<file path="src/rtl/cap_pkg.sv">
// Shared types and constants for the capture trigger controller.
// The trigger-enable vector carries the protocol trigger in its top bit.
package cap_pkg;

    localparam int DEF_ADDR_W = 9;
    localparam int DEF_NCH    = 5;

    typedef enum logic [2:0] {
        IDLE  = 3'd0,
        PRE   = 3'd1,
        ARMED = 3'd2,
        POST  = 3'd3,
        DONE  = 3'd4
    } state_t;

    // Bit position of protTrig inside trig_en for a given channel count
    function automatic int prot_idx(input int nch);
        return nch;
    endfunction

    localparam int PROT_IDX = prot_idx(DEF_NCH);

endpackage

</file>
<file path="src/rtl/trig_src_comb.sv">
// Masked AND of the protocol and channel trigger sources.
// Disabled sources are forced true; an all-zero mask never fires.
module trig_src_comb
    import cap_pkg::*;
#(
    parameter int NCH = DEF_NCH
) (
    input  logic           prot_trig_i,
    input  logic [NCH-1:0] ch_trig_i,
    input  logic [NCH:0]   trig_en_i,
    output logic           trig_hit_o
);

    localparam int PROT_BIT = prot_idx(NCH);

    logic [NCH:0] src;
    logic [NCH:0] pass;

    assign src[PROT_BIT]  = prot_trig_i;
    assign src[NCH-1:0]   = ch_trig_i;

    generate
        for (genvar gi = 0; gi <= NCH; gi++) begin : g_pass
            assign pass[gi] = src[gi] | ~trig_en_i[gi];
        end
    endgenerate

    assign trig_hit_o = (|trig_en_i) & (&pass);

endmodule

</file>
<file path="src/rtl/cap_trig_ctrl.sv">
// Pre-trigger / armed / post-trigger capture sequencer driving the sample RAM
// write port as a circular buffer of DEPTH = 2**ADDR_W samples.
module cap_trig_ctrl
    import cap_pkg::*;
#(
    parameter int ADDR_W = DEF_ADDR_W,
    parameter int NCH    = DEF_NCH
) (
    input  logic              clk,
    input  logic              rst_n,
    input  logic              start,
    input  logic              abort,
    input  logic              smpl_en,
    input  logic              protTrig,
    input  logic [NCH-1:0]    chTrig,
    input  logic [NCH:0]      trig_en,
    input  logic [ADDR_W-1:0] trig_pos,
    output logic              we_ram,
    output logic [ADDR_W-1:0] waddr,
    output logic              armed,
    output logic              triggered,
    output logic              capture_done,
    output logic [ADDR_W-1:0] trig_addr,
    output logic [ADDR_W-1:0] rd_base
);

    state_t              state_q, state_d;
    logic [ADDR_W-1:0]   waddr_q, waddr_d;
    logic [ADDR_W-1:0]   pre_cnt_q, pre_cnt_d;
    logic [ADDR_W-1:0]   post_cnt_q, post_cnt_d;
    logic [ADDR_W-1:0]   trig_pos_q, trig_pos_d;
    logic [ADDR_W-1:0]   trig_addr_q, trig_addr_d;
    logic [ADDR_W-1:0]   rd_base_q, rd_base_d;
    logic                armed_q, armed_d;
    logic                triggered_q, triggered_d;
    logic                done_q, done_d;

    logic                trig_hit;
    logic                capturing;
    logic                wr;
    logic [ADDR_W-1:0]   waddr_inc;
    logic [ADDR_W-1:0]   pre_thr;

    trig_src_comb #(
        .NCH (NCH)
    ) u_trig_src (
        .prot_trig_i (protTrig),
        .ch_trig_i   (chTrig),
        .trig_en_i   (trig_en),
        .trig_hit_o  (trig_hit)
    );

    assign capturing = (state_q == PRE) || (state_q == ARMED) || (state_q == POST);
    assign wr        = smpl_en & capturing;
    assign waddr_inc = waddr_q + 1'b1;
    // (DEPTH-1) - trig_pos in ADDR_W bits is just the bitwise complement
    assign pre_thr   = ~trig_pos_q;

    always_comb begin
        state_d     = state_q;
        waddr_d     = waddr_q;
        pre_cnt_d   = pre_cnt_q;
        post_cnt_d  = post_cnt_q;
        trig_pos_d  = trig_pos_q;
        trig_addr_d = trig_addr_q;
        rd_base_d   = rd_base_q;
        armed_d     = armed_q;
        triggered_d = triggered_q;
        done_d      = done_q;

        if (wr) begin
            waddr_d = waddr_inc;
        end

        if (abort) begin
            state_d     = IDLE;
            armed_d     = 1'b0;
            triggered_d = 1'b0;
            done_d      = 1'b0;
        end else begin
            case (state_q)
                IDLE, DONE: begin
                    if (start) begin
                        state_d     = PRE;
                        waddr_d     = '0;
                        pre_cnt_d   = '0;
                        post_cnt_d  = '0;
                        trig_pos_d  = trig_pos;
                        armed_d     = 1'b0;
                        triggered_d = 1'b0;
                        done_d      = 1'b0;
                    end
                end
                PRE: begin
                    if (pre_thr == '0) begin
                        state_d = ARMED;
                        armed_d = 1'b1;
                    end else if (wr) begin
                        if (pre_cnt_q == pre_thr - 1'b1) begin
                            state_d = ARMED;
                            armed_d = 1'b1;
                        end else begin
                            pre_cnt_d = pre_cnt_q + 1'b1;
                        end
                    end
                end
                ARMED: begin
                    if (wr && trig_hit) begin
                        trig_addr_d = waddr_q;
                        triggered_d = 1'b1;
                        armed_d     = 1'b0;
                        post_cnt_d  = '0;
                        if (trig_pos_q == '0) begin
                            state_d   = DONE;
                            done_d    = 1'b1;
                            rd_base_d = waddr_inc;
                        end else begin
                            state_d = POST;
                        end
                    end
                end
                POST: begin
                    if (wr) begin
                        if (post_cnt_q == trig_pos_q - 1'b1) begin
                            state_d   = DONE;
                            done_d    = 1'b1;
                            rd_base_d = waddr_inc;
                        end else begin
                            post_cnt_d = post_cnt_q + 1'b1;
                        end
                    end
                end
                default: begin
                    state_d = IDLE;
                end
            endcase
        end
    end

    always_ff @(posedge clk) begin
        if (!rst_n) begin
            state_q     <= IDLE;
            waddr_q     <= '0;
            pre_cnt_q   <= '0;
            post_cnt_q  <= '0;
            trig_pos_q  <= '0;
            trig_addr_q <= '0;
            rd_base_q   <= '0;
            armed_q     <= 1'b0;
            triggered_q <= 1'b0;
            done_q      <= 1'b0;
        end else begin
            state_q     <= state_d;
            waddr_q     <= waddr_d;
            pre_cnt_q   <= pre_cnt_d;
            post_cnt_q  <= post_cnt_d;
            trig_pos_q  <= trig_pos_d;
            trig_addr_q <= trig_addr_d;
            rd_base_q   <= rd_base_d;
            armed_q     <= armed_d;
            triggered_q <= triggered_d;
            done_q      <= done_d;
        end
    end

    assign we_ram       = wr;
    assign waddr        = waddr_q;
    assign armed        = armed_q;
    assign triggered    = triggered_q;
    assign capture_done = done_q;
    assign trig_addr    = trig_addr_q;
    assign rd_base      = rd_base_q;

endmodule

</file>
<file path="config.mk">
export PLATFORM = sky130hd
export DESIGN_NAME = cap_trig_ctrl
export DESIGN_NICKNAME = d
export VERILOG_FILES = /design/src/rtl/cap_pkg.sv /design/src/rtl/trig_src_comb.sv /design/src/rtl/cap_trig_ctrl.sv
export SDC_FILE = /design/constraint.sdc
export NUM_CORES = 1
export LEC_CHECK = 0
export ABC_AREA = 0
export ABC_CLOCK_PERIOD_IN_PS = 3500
export CAP_MARGIN = 10
export CELL_PAD_IN_SITES_DETAIL_PLACEMENT = 1
export CELL_PAD_IN_SITES_GLOBAL_PLACEMENT = 1
export CORE_ASPECT_RATIO = 1.2
export CORE_MARGIN = 2
export CORE_UTILIZATION = 42
export CTS_BUF_LIST = sky130_fd_sc_hd__clkbuf_8
export CTS_CLUSTER_DIAMETER = 40
export DETAILED_ROUTE_END_ITERATION = 7
export GPL_TIMING_DRIVEN = 1
export PLACE_DENSITY_LB_ADDON = 0.1
export SYNTH_ARGS = -nofsm -noshare
export SYNTH_HDL_FRONTEND = slang
export SYNTH_HIERARCHICAL = 1
export SYNTH_SLANG_ARGS = --single-unit
</file>
<file path="constraint.sdc">
create_clock -name clk -period 3.5 [get_ports clk]
set_clock_uncertainty 0.2 [all_clocks]
set_input_delay 0.35 -clock clk [delete_from_list [all_inputs] [get_ports clk]]
set_output_delay 0.35 -clock clk [all_outputs]
set_load 0.05 [all_outputs]
</file>
==> run summary <==
- last element of the critical path: rd_base[6]$_SDFFE_PN0P_
- RSZ-0062 raised after global routing: false
- # hold bufs at CTS: 0
- register bit total from synthesis: 60
- endpoint of the worst-slack reg-to-reg timing path: rd_base[6]$_SDFFE_PN0P_
- Reg area: 1201 um^2
- startpoint type of the worst setup path: flop
- TritonCTS clock tree: done
- wire length after detailed routing: 9.703 mm
- Max Buffers Root-to-Sink: 2
- IO buf count: 56
- height of the chip: 106.8 um
- power density over the cells: 347.7 nW/um^2
- register-to-register path setup slack: 0.46 ns
- arrival time worst endpoint: 3.08 ns
- type of the tightest min-delay check: reg -> reg
- final cell count without fillers: 594
- largest net degree at the start of global routing: 23
- first-pass GRT wire length: 16.13 mm
- root buffer selected by CTS: sky130_fd_sc_hd__clkbuf_8
- combined area of the multi-input logic cells: 2253 um^2
- critical path fanouts, max: 12
- Max Cap Viol: 0
- final clock period utilization by the worst path: 86.75%
- FMAX: 329.4 MHz
- dominant synthesized flop cell: sky130_fd_sc_hd__dfxtp_1
- Cell Count Post-Placement: 578
- number of iterations in the first detailed-routing pass: 4
- DPL Wire Length: 7.184 mm
- clock latency on the worst-skew pair: 0.35 ns
- required arrival time at the worst endpoint: 3.54 ns
- area of the core: 8564 um^2
- width of the die: 89.67 um
- number of DRC violations after detailed-routing iteration 0: 131
- routed wire length per instance: 16.34 um
- total standard cell area after synthesis: 3699 um^2
- last weighted congestion value of the routability-driven placer: 0.9008
- total global routing overflow: 0
- Die ar.: 9576 um^2
- Async S/R FF share, synth: 0%
- final hold violation count: 0
- number of enable-type register cells in the synthesized netlist: 0
- vias after detailed routing: 3231
- TritonCTS buffer count: 9
- Final setup viols: 0
- WS Path Type: reg -> reg
- YS warnings: 6
- count of clock tree sinks: 60
- setup slack at placement: 0.1926 ns
- beginning of the worst register-to-register path: trig_pos_q[0]$_SDFFE_PN0P_
- number of nets in the final layout: 504
- total of fill cells in the finished design: 1020
- peak supply drop: 0.0002244 V
- Remaining DRCs: 0
- final worst setup slack: 0.4637 ns
- critical path endpoint category: flop
- post-DR vias/cell: 5.439
- sequential fraction of the synthesis area: 32.48%
- number of nets with antenna violations after routing: 0
- starting density of the core: 43.18%
- final critical-path required period: 3.036 ns
- I/O pin count: 57
- number of antenna cells inserted: 0
- Placement Rows: 37
- share of cells above drive strength 1: 10.27%
- Worst Setup SP: trig_pos_q[0]$_SDFFE_PN0P_
- leakage component of the power: 0.001523 uW
- run status: complete, no violations
- Worst Tran Pin Value: 0.6226 ns
- Slew Viols, Final: 0
- Cells after Synth: 427
- post-CTS setup repair buffer count: 0
- total nets after synthesis: 459
- cells resized by post-CTS repair: 0
- Register-to-Register Path Depth: 10
- synthesis-to-layout area growth: 20.57%
- smallest hold slack: 0.2465 ns
- worst rel slew slack: 58.36%
- vias in the first global route: 3422
- clock-pin transition on the worst setup and hold timing paths: 0.07 ns
- Clock H-tree levels: 3
- initial antenna violation count: 0
- synthesized area per cell: 8.662 um^2
- post-synth cell types: 70
- setup tns final: 0 ns
- Total Routing Usage GR: 21.57%
==> kinds of logic after synthesis <==
group                      count (synthesis)  synth area share [%]
adders and majority gates                  7                 2.300
buffers and inverters                     41                 6.597
AOI/OAI and AO/OA                         77                 16.07
xor gates and xnor gates                  36                 8.728
DFF                                       60                 32.48
and+or+nand+nor                          182                 27.20
muxes                                     24                 6.630
==> Yosys cell counts, types with 2 or more instances <==
library cell	instances	area, um^2
sky130_fd_sc_hd__o31ai_1	3	22.52
sky130_fd_sc_hd__nor3_1	8	40.04
sky130_fd_sc_hd__o22ai_1	3	18.77
sky130_fd_sc_hd__buf_2	4	20.02
sky130_fd_sc_hd__and4_1	2	17.52
sky130_fd_sc_hd__a21oi_1	20	100.1
sky130_fd_sc_hd__and2_1	3	18.77
sky130_fd_sc_hd__buf_6	7	78.83
sky130_fd_sc_hd__xnor2_1	21	183.9
sky130_fd_sc_hd__a211o_1	2	17.52
sky130_fd_sc_hd__or2_2	2	12.51
sky130_fd_sc_hd__or3_1	12	75.07
sky130_fd_sc_hd__a21boi_0	9	67.56
sky130_fd_sc_hd__nor4_1	2	12.51
sky130_fd_sc_hd__clkbuf_1	9	33.78
sky130_fd_sc_hd__nand3_1	20	100.1
sky130_fd_sc_hd__nand2_1	51	191.4
sky130_fd_sc_hd__dfxtp_1	60	1201
sky130_fd_sc_hd__nor2b_1	19	118.9
sky130_fd_sc_hd__mux2i_1	23	230.2
sky130_fd_sc_hd__nand2b_1	7	43.79
sky130_fd_sc_hd__ha_1	6	75.07
sky130_fd_sc_hd__a31oi_4	2	42.54
sky130_fd_sc_hd__o21ai_1	8	40.04
sky130_fd_sc_hd__o21ai_0	6	30.03
sky130_fd_sc_hd__nor3_2	2	20.02
sky130_fd_sc_hd__a21boi_1	2	15.01
sky130_fd_sc_hd__xor2_1	14	122.6
sky130_fd_sc_hd__a211oi_1	3	22.52
sky130_fd_sc_hd__nor2_1	24	90.09
sky130_fd_sc_hd__inv_1	11	41.29
sky130_fd_sc_hd__o211ai_1	4	30.03
sky130_fd_sc_hd__clkbuf_2	2	10.01
sky130_fd_sc_hd__nand4_1	8	50.05
sky130_fd_sc_hd__buf_4	3	22.52
sky130_fd_sc_hd__and3_1	6	37.54
sky130_fd_sc_hd__a211oi_2	2	25.02
sky130_fd_sc_hd__or4_1	5	37.54
==> flip-flops by register name, indices dropped and copies added, names as in the netlist <==
signal / count
trig_addr: 9
rd_base: 9
waddr: 9
trig_pos_q: 9
pre_cnt_q: 9
state_q: 3
post_cnt_q: 9
armed: 1
capture_done: 1
triggered: 1
==> layout by cell type, fill, tap and decap left out, drive strengths merged, types with 3 or more instances in the layout <==
cell,Yosys,layout
dfxtp,60,60
clkdlybuf4s50,0,55
nand2,51,51
nor2,24,24
mux2i,23,23
xnor2,22,22
nand3,21,21
a21oi,20,20
nor2b,19,19
o21ai,15,15
xor2,14,14
inv,13,13
or3,12,12
a21boi,11,11
nor3,11,11
clkbuf,13,10
nand4,9,9
and3,8,8
nand2b,7,7
buf,15,7
ha,6,6
or4,5,5
o211ai,5,5
a211oi,5,5
o31ai,5,5
o22ai,4,4
and2,3,3
clkinv,0,3
==> worst min path at each step <==
stage	start	end	slack [ns]	depth (start not counted)
final	armed$_SDFFE_PP0P_	armed$_SDFFE_PP0P_	0.25	2
after detailed placement	armed$_SDFFE_PP0P_	armed$_SDFFE_PP0P_	0.24	2
after CTS	armed$_SDFFE_PP0P_	armed$_SDFFE_PP0P_	0.25	2
after global placement	armed$_SDFFE_PP0P_	armed$_SDFFE_PP0P_	0.24	2
after floorplan	pre_cnt_q[8]$_SDFFE_PN0P_	pre_cnt_q[8]$_SDFFE_PN0P_	0.26	2
after global routing	armed$_SDFFE_PP0P_	armed$_SDFFE_PP0P_	0.27	2
==> where the power goes <==
group          leakage, uW  switching [uW]  internal (uW)
registers         0.000484            24.1            691
clock network    0.0000983             294            346
logic             0.000941             109           86.8
==> critical path, stage by stage, from the launching register on <==
cell                       delay (ns)
sky130_fd_sc_hd__dfxtp_1         0.64
sky130_fd_sc_hd__inv_1           0.09
sky130_fd_sc_hd__ha_1            0.30
sky130_fd_sc_hd__xnor2_1         0.15
sky130_fd_sc_hd__a211o_1         0.30
sky130_fd_sc_hd__a211oi_1        0.28
sky130_fd_sc_hd__nand4_1         0.18
sky130_fd_sc_hd__o41ai_2         0.25
sky130_fd_sc_hd__buf_4           0.26
sky130_fd_sc_hd__mux2i_1         0.22
sky130_fd_sc_hd__nor2b_1         0.06
==> area by class of cell <==
type / instances / share of cell area [%]
Clock inverter: 6 / 1.431
Timing Repair Buffer: 62 / 13.52
Tap cell: 117 / 3.283
Sequential cell: 60 / 26.94
Clock buffer: 10 / 3.086
Multi-Input combinational cell: 326 / 50.53
Inverter: 13 / 1.207
==> routing by layer <==
metal | global-route usage (%) | up-vias | routed length (um)
met5 | 0 | - | 0
met4 | 6.823 | 0 | 165
met3 | 5.928 | 14 | 456
met2 | 37.03 | 69 | 4879
met1 | 25.53 | 1549 | 4202
li1 | - | 1599 | -
==> metrics by stage <==
stage / util, % / power [uW] / instance area (um^2)
floorplan: - / 863.0 / 3699
global placement: 49.72 / 921.0 / 4258
detailed placement: 49.72 / 925.8 / 4258
CTS: 52.07 / 1577 / 4459
global route: 52.07 / 1630 / 4459
finish: 52.07 / 1550 / 4459
(Power assumes the default switching activity.)
